--- config.mk ---
export PLATFORM = sky130hd
export DESIGN_NAME = iob_cache_write_buffer
export DESIGN_NICKNAME = d
export VERILOG_FILES = /design/src/rtl/iob_cache_write_buffer_pkg.sv /design/src/rtl/iob_cache_write_buffer_mem.sv /design/src/rtl/iob_cache_write_buffer.sv
export SDC_FILE = /design/constraint.sdc
export NUM_CORES = 1
export LEC_CHECK = 0
export ABC_AREA = 1
export BUFFER_PORTS_ARGS = -buffer_cell sky130_fd_sc_hd__buf_4
export CORE_MARGIN = 1
export CORE_UTILIZATION = 60
export CTS_CLUSTER_SIZE = 12
export DETAILED_ROUTE_END_ITERATION = 8
export PLACE_DENSITY = 0.82
export SKIP_CTS_REPAIR_TIMING = 1
export SYNTH_ARGS = -nofsm -noshare
export SYNTH_HDL_FRONTEND = slang
export SYNTH_SLANG_ARGS = --single-unit
--- constraint.sdc ---
create_clock -name clk_i -period 12 [get_ports clk_i]
set_input_delay 1.8 -clock clk_i [delete_from_list [all_inputs] [get_ports clk_i]]
set_output_delay 1.8 -clock clk_i [all_outputs]
set_load 0.03 [all_outputs]
--- src/rtl/iob_cache_write_buffer_pkg.sv ---
`default_nettype none
// ============================================================================
// Module  : iob_cache_write_buffer_pkg
// Brief   : Shared default widths for the cache write buffer.
// Revision: 1.0
// ============================================================================
package iob_cache_write_buffer_pkg;
    localparam int IOB_CACHE_ADDR_W  = 32;
    localparam int IOB_CACHE_DATA_W  = 32;
    localparam int IOB_CACHE_WBUF_DEPTH_W = 2;
endpackage
`default_nettype wire

--- src/rtl/iob_cache_write_buffer_mem.sv ---
`default_nettype none
// ============================================================================
// Module  : iob_cache_wbuf_mem
// Brief   : Entry register array, one synchronous write port, one async read.
// Revision: 1.0
// ============================================================================
module iob_cache_wbuf_mem
    import iob_cache_write_buffer_pkg::*;
#(
    parameter int DEPTH_W = IOB_CACHE_WBUF_DEPTH_W,
    parameter int WIDTH   = 64
) (
    input  logic               clk_i,
    input  logic               w_en_i,
    input  logic [DEPTH_W-1:0] w_addr_i,
    input  logic [WIDTH-1:0]   w_data_i,
    input  logic [DEPTH_W-1:0] r_addr_i,
    output logic [WIDTH-1:0]   r_data_o
);
    localparam int DEPTH = 1 << DEPTH_W;

    // Storage is intentionally left unreset; readers gate it with valid.
    logic [WIDTH-1:0] mem_q [DEPTH];

    always_ff @(posedge clk_i) begin
        if (w_en_i) begin
            mem_q[w_addr_i] <= w_data_i;
        end
    end

    assign r_data_o = mem_q[r_addr_i];
endmodule
`default_nettype wire

--- src/rtl/iob_cache_write_buffer.sv ---
`default_nettype none
// ============================================================================
// Module  : iob_cache_write_buffer
// Brief   : Show-ahead FIFO between cache front-end writes and back-end channel.
// Revision: 1.0
// ============================================================================
module iob_cache_write_buffer
    import iob_cache_write_buffer_pkg::*;
#(
    parameter int ADDR_W  = IOB_CACHE_ADDR_W,
    parameter int DATA_W  = IOB_CACHE_DATA_W,
    parameter int DEPTH_W = IOB_CACHE_WBUF_DEPTH_W,
    localparam int NBYTES   = DATA_W / 8,
    localparam int NBYTES_W = $clog2(NBYTES),
    localparam int WADDR_W  = ADDR_W - NBYTES_W
) (
    input  logic                clk_i,
    input  logic                rst_i,
    input  logic                wr_valid_i,
    input  logic [WADDR_W-1:0]  wr_addr_i,
    input  logic [DATA_W-1:0]   wr_wdata_i,
    input  logic [NBYTES-1:0]   wr_wstrb_i,
    output logic                wr_ready_o,
    output logic                write_valid_o,
    output logic [WADDR_W-1:0]  write_addr_o,
    output logic [DATA_W-1:0]   write_wdata_o,
    output logic [NBYTES-1:0]   write_wstrb_o,
    input  logic                write_ready_i,
    output logic                empty_o,
    output logic                full_o,
    output logic [DEPTH_W:0]    level_o
);
    localparam int ENTRY_W = WADDR_W + DATA_W + NBYTES;
    localparam logic [DEPTH_W:0] MAX_LEVEL = (DEPTH_W + 1)'(1 << DEPTH_W);

    logic [DEPTH_W-1:0] wptr_q, wptr_d;
    logic [DEPTH_W-1:0] rptr_q, rptr_d;
    logic [DEPTH_W:0]   level_q, level_d;
    logic               push, pop;
    logic [ENTRY_W-1:0] head_entry;

    // Flags come from the level register only, so no input reaches them.
    assign empty_o       = (level_q == '0);
    assign full_o        = (level_q == MAX_LEVEL);
    assign level_o       = level_q;
    assign wr_ready_o    = !full_o;
    assign write_valid_o = !empty_o;

    assign push = wr_valid_i && wr_ready_o;
    assign pop  = write_valid_o && write_ready_i;

    always_comb begin
        wptr_d  = wptr_q;
        rptr_d  = rptr_q;
        level_d = level_q;
        if (push) begin
            wptr_d = wptr_q + DEPTH_W'(1);
        end
        if (pop) begin
            rptr_d = rptr_q + DEPTH_W'(1);
        end
        case ({push, pop})
            2'b10:   level_d = level_q + 1'b1;
            2'b01:   level_d = level_q - 1'b1;
            default: level_d = level_q;
        endcase
    end

    always_ff @(posedge clk_i or negedge rst_i) begin
        if (!rst_i) begin
            wptr_q  <= '0;
            rptr_q  <= '0;
            level_q <= '0;
        end else begin
            wptr_q  <= wptr_d;
            rptr_q  <= rptr_d;
            level_q <= level_d;
        end
    end

    iob_cache_wbuf_mem #(
        .DEPTH_W (DEPTH_W),
        .WIDTH   (ENTRY_W)
    ) u_mem (
        .clk_i    (clk_i),
        .w_en_i   (push),
        .w_addr_i (wptr_q),
        .w_data_i ({wr_addr_i, wr_wdata_i, wr_wstrb_i}),
        .r_addr_i (rptr_q),
        .r_data_o (head_entry)
    );

    assign {write_addr_o, write_wdata_o, write_wstrb_o} = head_entry;
endmodule
`default_nettype wire
# Word level (Yosys, flattened, before mapping)
# Memory sizes are Yosys's and may differ from the RTL's.
# Index checks and enable logic that the tools add are counted.
[classes]
addsub = 4
n_eq_ne = 3
mux = 3
reduce_logical = 6
[op_table]
columns = ["operator", "count"]
rows = [
  ["$pmux W3 S2", 1],
  ["$add A2 B1 Y2 const B", 2],
  ["$add A3 B1 Y3 const B", 1],
  ["$eq A3 B3 Y1 const B", 1],
  ["$logic_not A3 Y1", 1],
  ["$sub A3 B1 Y3 const B", 1],
  ["$eq A2 B1 Y1 const B", 1],
  ["$eq A2 B2 Y1 const B", 1],
  ["$logic_and A1 B1 Y1", 2],
  ["$logic_not A1 Y1", 2],
  ["$mux W1", 2],
  ["$reduce_bool A2 Y1", 1],
]
[totals]
register_bits = 7
ramBits = 264
in_bits = 70
out_inout_bits = 73
memories = 1
[mem_list]
columns = ["memory", "words", "word_bits", "read_ports", "rd_clocked_by_memory_dff", "wr", "line_no", "source"]
rows = [
  ["u_mem.mem_q", 4, 66, 1, 0, 1, "iob_cache_write_buffer_mem.sv:23", "logic [WIDTH-1:0] mem_q [DEPTH];"],
]

# Depth between registers and ports, before layout
[logic_depth]
word_depth = 5
depth_mapped = 12
depth_no_buf = 12

# Modules after synthesis
# Synthesis repeated with hierarchy kept, for this count alone.
[unflattened]
hier_cells = 1096
area_unflattened_um2 = 11564.8
[by_module_without_submodules]
columns = ["module", "n_inst", "cells_each", "area_per_inst_um2", "seq_area_each_um2"]
rows = [
  ["iob_cache_wbuf_mem", 1, 1042, 11130.7, 7927.6],
  ["iob_cache_write_buffer", 1, 54, 434.2, 175.2],
]

# Worst setup path after synthesis
# OpenSTA, ideal clock, no wires.
[synth_timing]
path_type = "in2reg"
from = "in wr_valid_i"
to = "mem u_mem.mem_q[0][0] (netlist bit), enable pin"
setup_ps = 491
arrival_time_ps = 4734
t_required_ps = 11509
slack_ps = 6775
path_stages = 2
n_path_buf = 0
path_cell_list = "nand2_1 nor2_1"
[synth_via]
elab_chain_len = 3
[synth_rtl]
columns = ["item", "line_no", "source"]
rows = [
  ["start: declaration", "iob_cache_write_buffer.sv:19", "input logic wr_valid_i,"],
  ["$logic_and A1 B1 Y1", "iob_cache_write_buffer.sv:49", "assign push = wr_valid_i && wr_ready_o;"],
  ["$mux W1", "iob_cache_write_buffer_mem.sv:26", "if (w_en_i) begin"],
  ["$mux W1 (not written as such)", "iob_cache_write_buffer_mem.sv:27", "mem_q[w_addr_i] <= w_data_i;"],
  ["end: declaration", "iob_cache_write_buffer_mem.sv:23", ""],
]
# No other way between the ends.

# Worst setup path in the final report
[layout_timing]
from = "reg rptr_q[0]"
to = "out write_wdata_o[22]"
[layout_via]
elab_chain_len = 1
[layout_rtl]
columns = ["item", "line_no", "source"]
rows = [
  ["start: declaration", "iob_cache_write_buffer.sv:37", "logic [DEPTH_W-1:0] rptr_q, rptr_d;"],
  ["start signal: assignment", "iob_cache_write_buffer.sv:76", "rptr_q <= rptr_d;"],
  ["$mem_v2 Z4 W66", "n/a", ""],
  ["end: declaration", "iob_cache_write_buffer.sv:26", "output logic [DATA_W-1:0] write_wdata_o,"],
]
# No other way between the ends.

==> results.ini <==
[outcome]
status = completed

[sta]
fin_crit_sh_pct = 42.8
setup_tns_ps = 0
maxSlewHeadroom_pct = 17.2
clock-skew-final_ps = 11.2
fin_ws_ps = 6860
setup_viol = 0
worstMarginPinSlew_ps = 1240
report.final.slew_viol_count = 0
post-route-min-period_ps = 5140
rsz0062_at_grt = false
fmax_mhz = 195
hold_viol = 0

[synth]
synth.top_cell.area_share_pct = 71.9
avgSynthCellArea_um2 = 13.2
synthCells = 832
yosysWarnings = 0
yosysSeqAreaShare_pct = 73.5
ys_seq_elements = 271
yosysTopAreaCell = edfxtp_1
synth_area_leaders = edfxtp_1 (72%), o211ai_1 (9.0%), nand2_1 (7.4%), inv_1 (5.0%), buf_6 (2.9%)
syn_nets = 908
synth_cell_types = 17
syn-cell-area_mm2 = 0.0110

[drt]
post-route-drc-count = 0
routedWlPerCell_um = 16.2
dr.pass1.iters = 5
vias = 6419
drt_iter0_drc = 377
wl_um = 19600
vias_per_cell = 5.30
ant_nets = 0

[place]
gp_congestion = 0.741
place.port_buffers = 142
dp_hpwl_um = 10800
dp_slack_ps = 7460

[setup_path]
crit_fanout = 135
r2r_slack_ps = 9160
critPathKind = flop to output port
startpoint = rptr_q[0]
required_ps = 10200
reg2reg_from = level_o[1]
rr_worst_depth = 5
start_kind = flop
endpoint = write_wdata_o[22]
end_kind = output port
arrival_ps = 3340
r2r_end = u_mem.mem_q[3][28]

[layout]
nets = 1042
final_util_pct = 71.4
diodes = 0
synthToLayoutAreaGrowth_pct = 16.4
layout_commonest_cell = edfxtp_1
final_layout_size_suffix_gt1_share_pct = 19.0
mostFrequentLayoutCells = edfxtp_1 (264), nand2_1 (216), buf_4 (149), inv_1 (147), o211ai_1 (132)

[grt]
grt_pass1_wl_um = 29600
track_usage_pct = 20.9
antenna_found_initial = 0
grt_max_degree = 136
grt_pass1_vias = 5946
overflow = 0

[cts]
cts_tree = done
cts_root_buffer = clkbuf_16
cts_buffer_depth = 3
htree_num_levels = 1
clkLatencyLatePin_ps = 530
cts_buffers = 27
clkSinkCount = 271
path_clk_slew_ps = 60

[floorplanning]
rows = 49
coreArea_mm2 = 0.0180
ios = 143
start_util_pct = 61.3
die_h_um = 138
die_w_um = 138
die-area_mm2 = 0.0189

[power]
power.density_mw_per_mm2 = 267
leakagePower_uw = 0.00521
vdd_ir_drop_max_mv = 0.222

[hold_path]
hold_start = level_o[0]
min_path_type = flop to flop

[run]
cap_violations = 0

[critical path, stage by stage (launching register included)]
cell      delay, ps
dfrtp_1         430
inv_6           610
buf_4           960
nand2_1         170
o211ai_1        160
nand2_1         110
buf_4           180
[worst min path at each step]
stage                       to  slack (ps)  cells after the start
floorplan            rptr_q[0]         480                      2
global placement    level_o[0]         490                      1
detailed placement  level_o[0]         480                      1
CTS                 level_o[0]         500                      1
global route        level_o[0]         530                      1
finish              level_o[0]         490                      1
[where the power goes]
part	switching [µW]	total, µW	internal, µW	leakage [µW]
Combinational	959	1390	428	0.00234
Sequential	46.2	1300	1250	0.00250
Clock	315	737	422	0.000370
Total	1320	3420	2100	0.00521
[logic make-up after synthesis]
| family | count (synthesis) | synth area share, % |
|---|---|---|
| flops | 271 | 73.5 |
| simple gates | 228 | 7.87 |
| buf+inv | 193 | 8.73 |
| compound gates | 133 | 9.04 |
| fa+ha+maj | 6 | 0.749 |
| xor+xnor | 1 | 0.0795 |
[Yosys cell counts]
master / instances
o21ai_0: 1
edfxtp_1: 264
clkbuf_1: 6
nand3_1: 7
nor2_1: 4
inv_2: 2
dfrtp_1: 7
buf_2: 4
nand4_1: 1
buf_6: 28
buf_4: 6
inv_1: 147
ha_1: 5
fa_1: 1
xnor2_1: 1
nand2_1: 216
o211ai_1: 132
[layout make-up]
class                      instances  area [µm²]
sequential                       271        8100
fill                            1195        5140
multi-input combinational        368        1980
timing repair buffer             149        1120
clock buffer                      39         741
inverter                         149         564
tap                              229         287
clock inverter                     5        23.8
[per-stage QoR]
step | power (µW) | instance area (µm²) | hold WS (ps) | cells
after floorplan | 2330 | 11000 | 484 | 832
after global placement | 2680 | 12100 | 488 | 1166
after detailed placement | 2710 | 12100 | 485 | 1166
after CTS | 3450 | 12800 | 497 | 1210
after global routing | 3610 | 12800 | 535 | 1210
final | 3420 | 12800 | 491 | 1210
[state kept, by name, summed over array words and instances, names as in the netlist]
signal	count
rptr_q	2
wptr_q	2
u_mem.mem_q	264
level_o	3
[layer usage]
metal / GRT usage (%) / share of wire (%) / vias to the layer above
met5: 0 / 0 / -
met2: 37.2 / 52 / 164
met3: 3.90 / 6.3 / 26
met4: 6.11 / 1.5 / 0
li1: - / - / 3153
met1: 25.9 / 40 / 3076
Power figures use the tool's default switching activity.
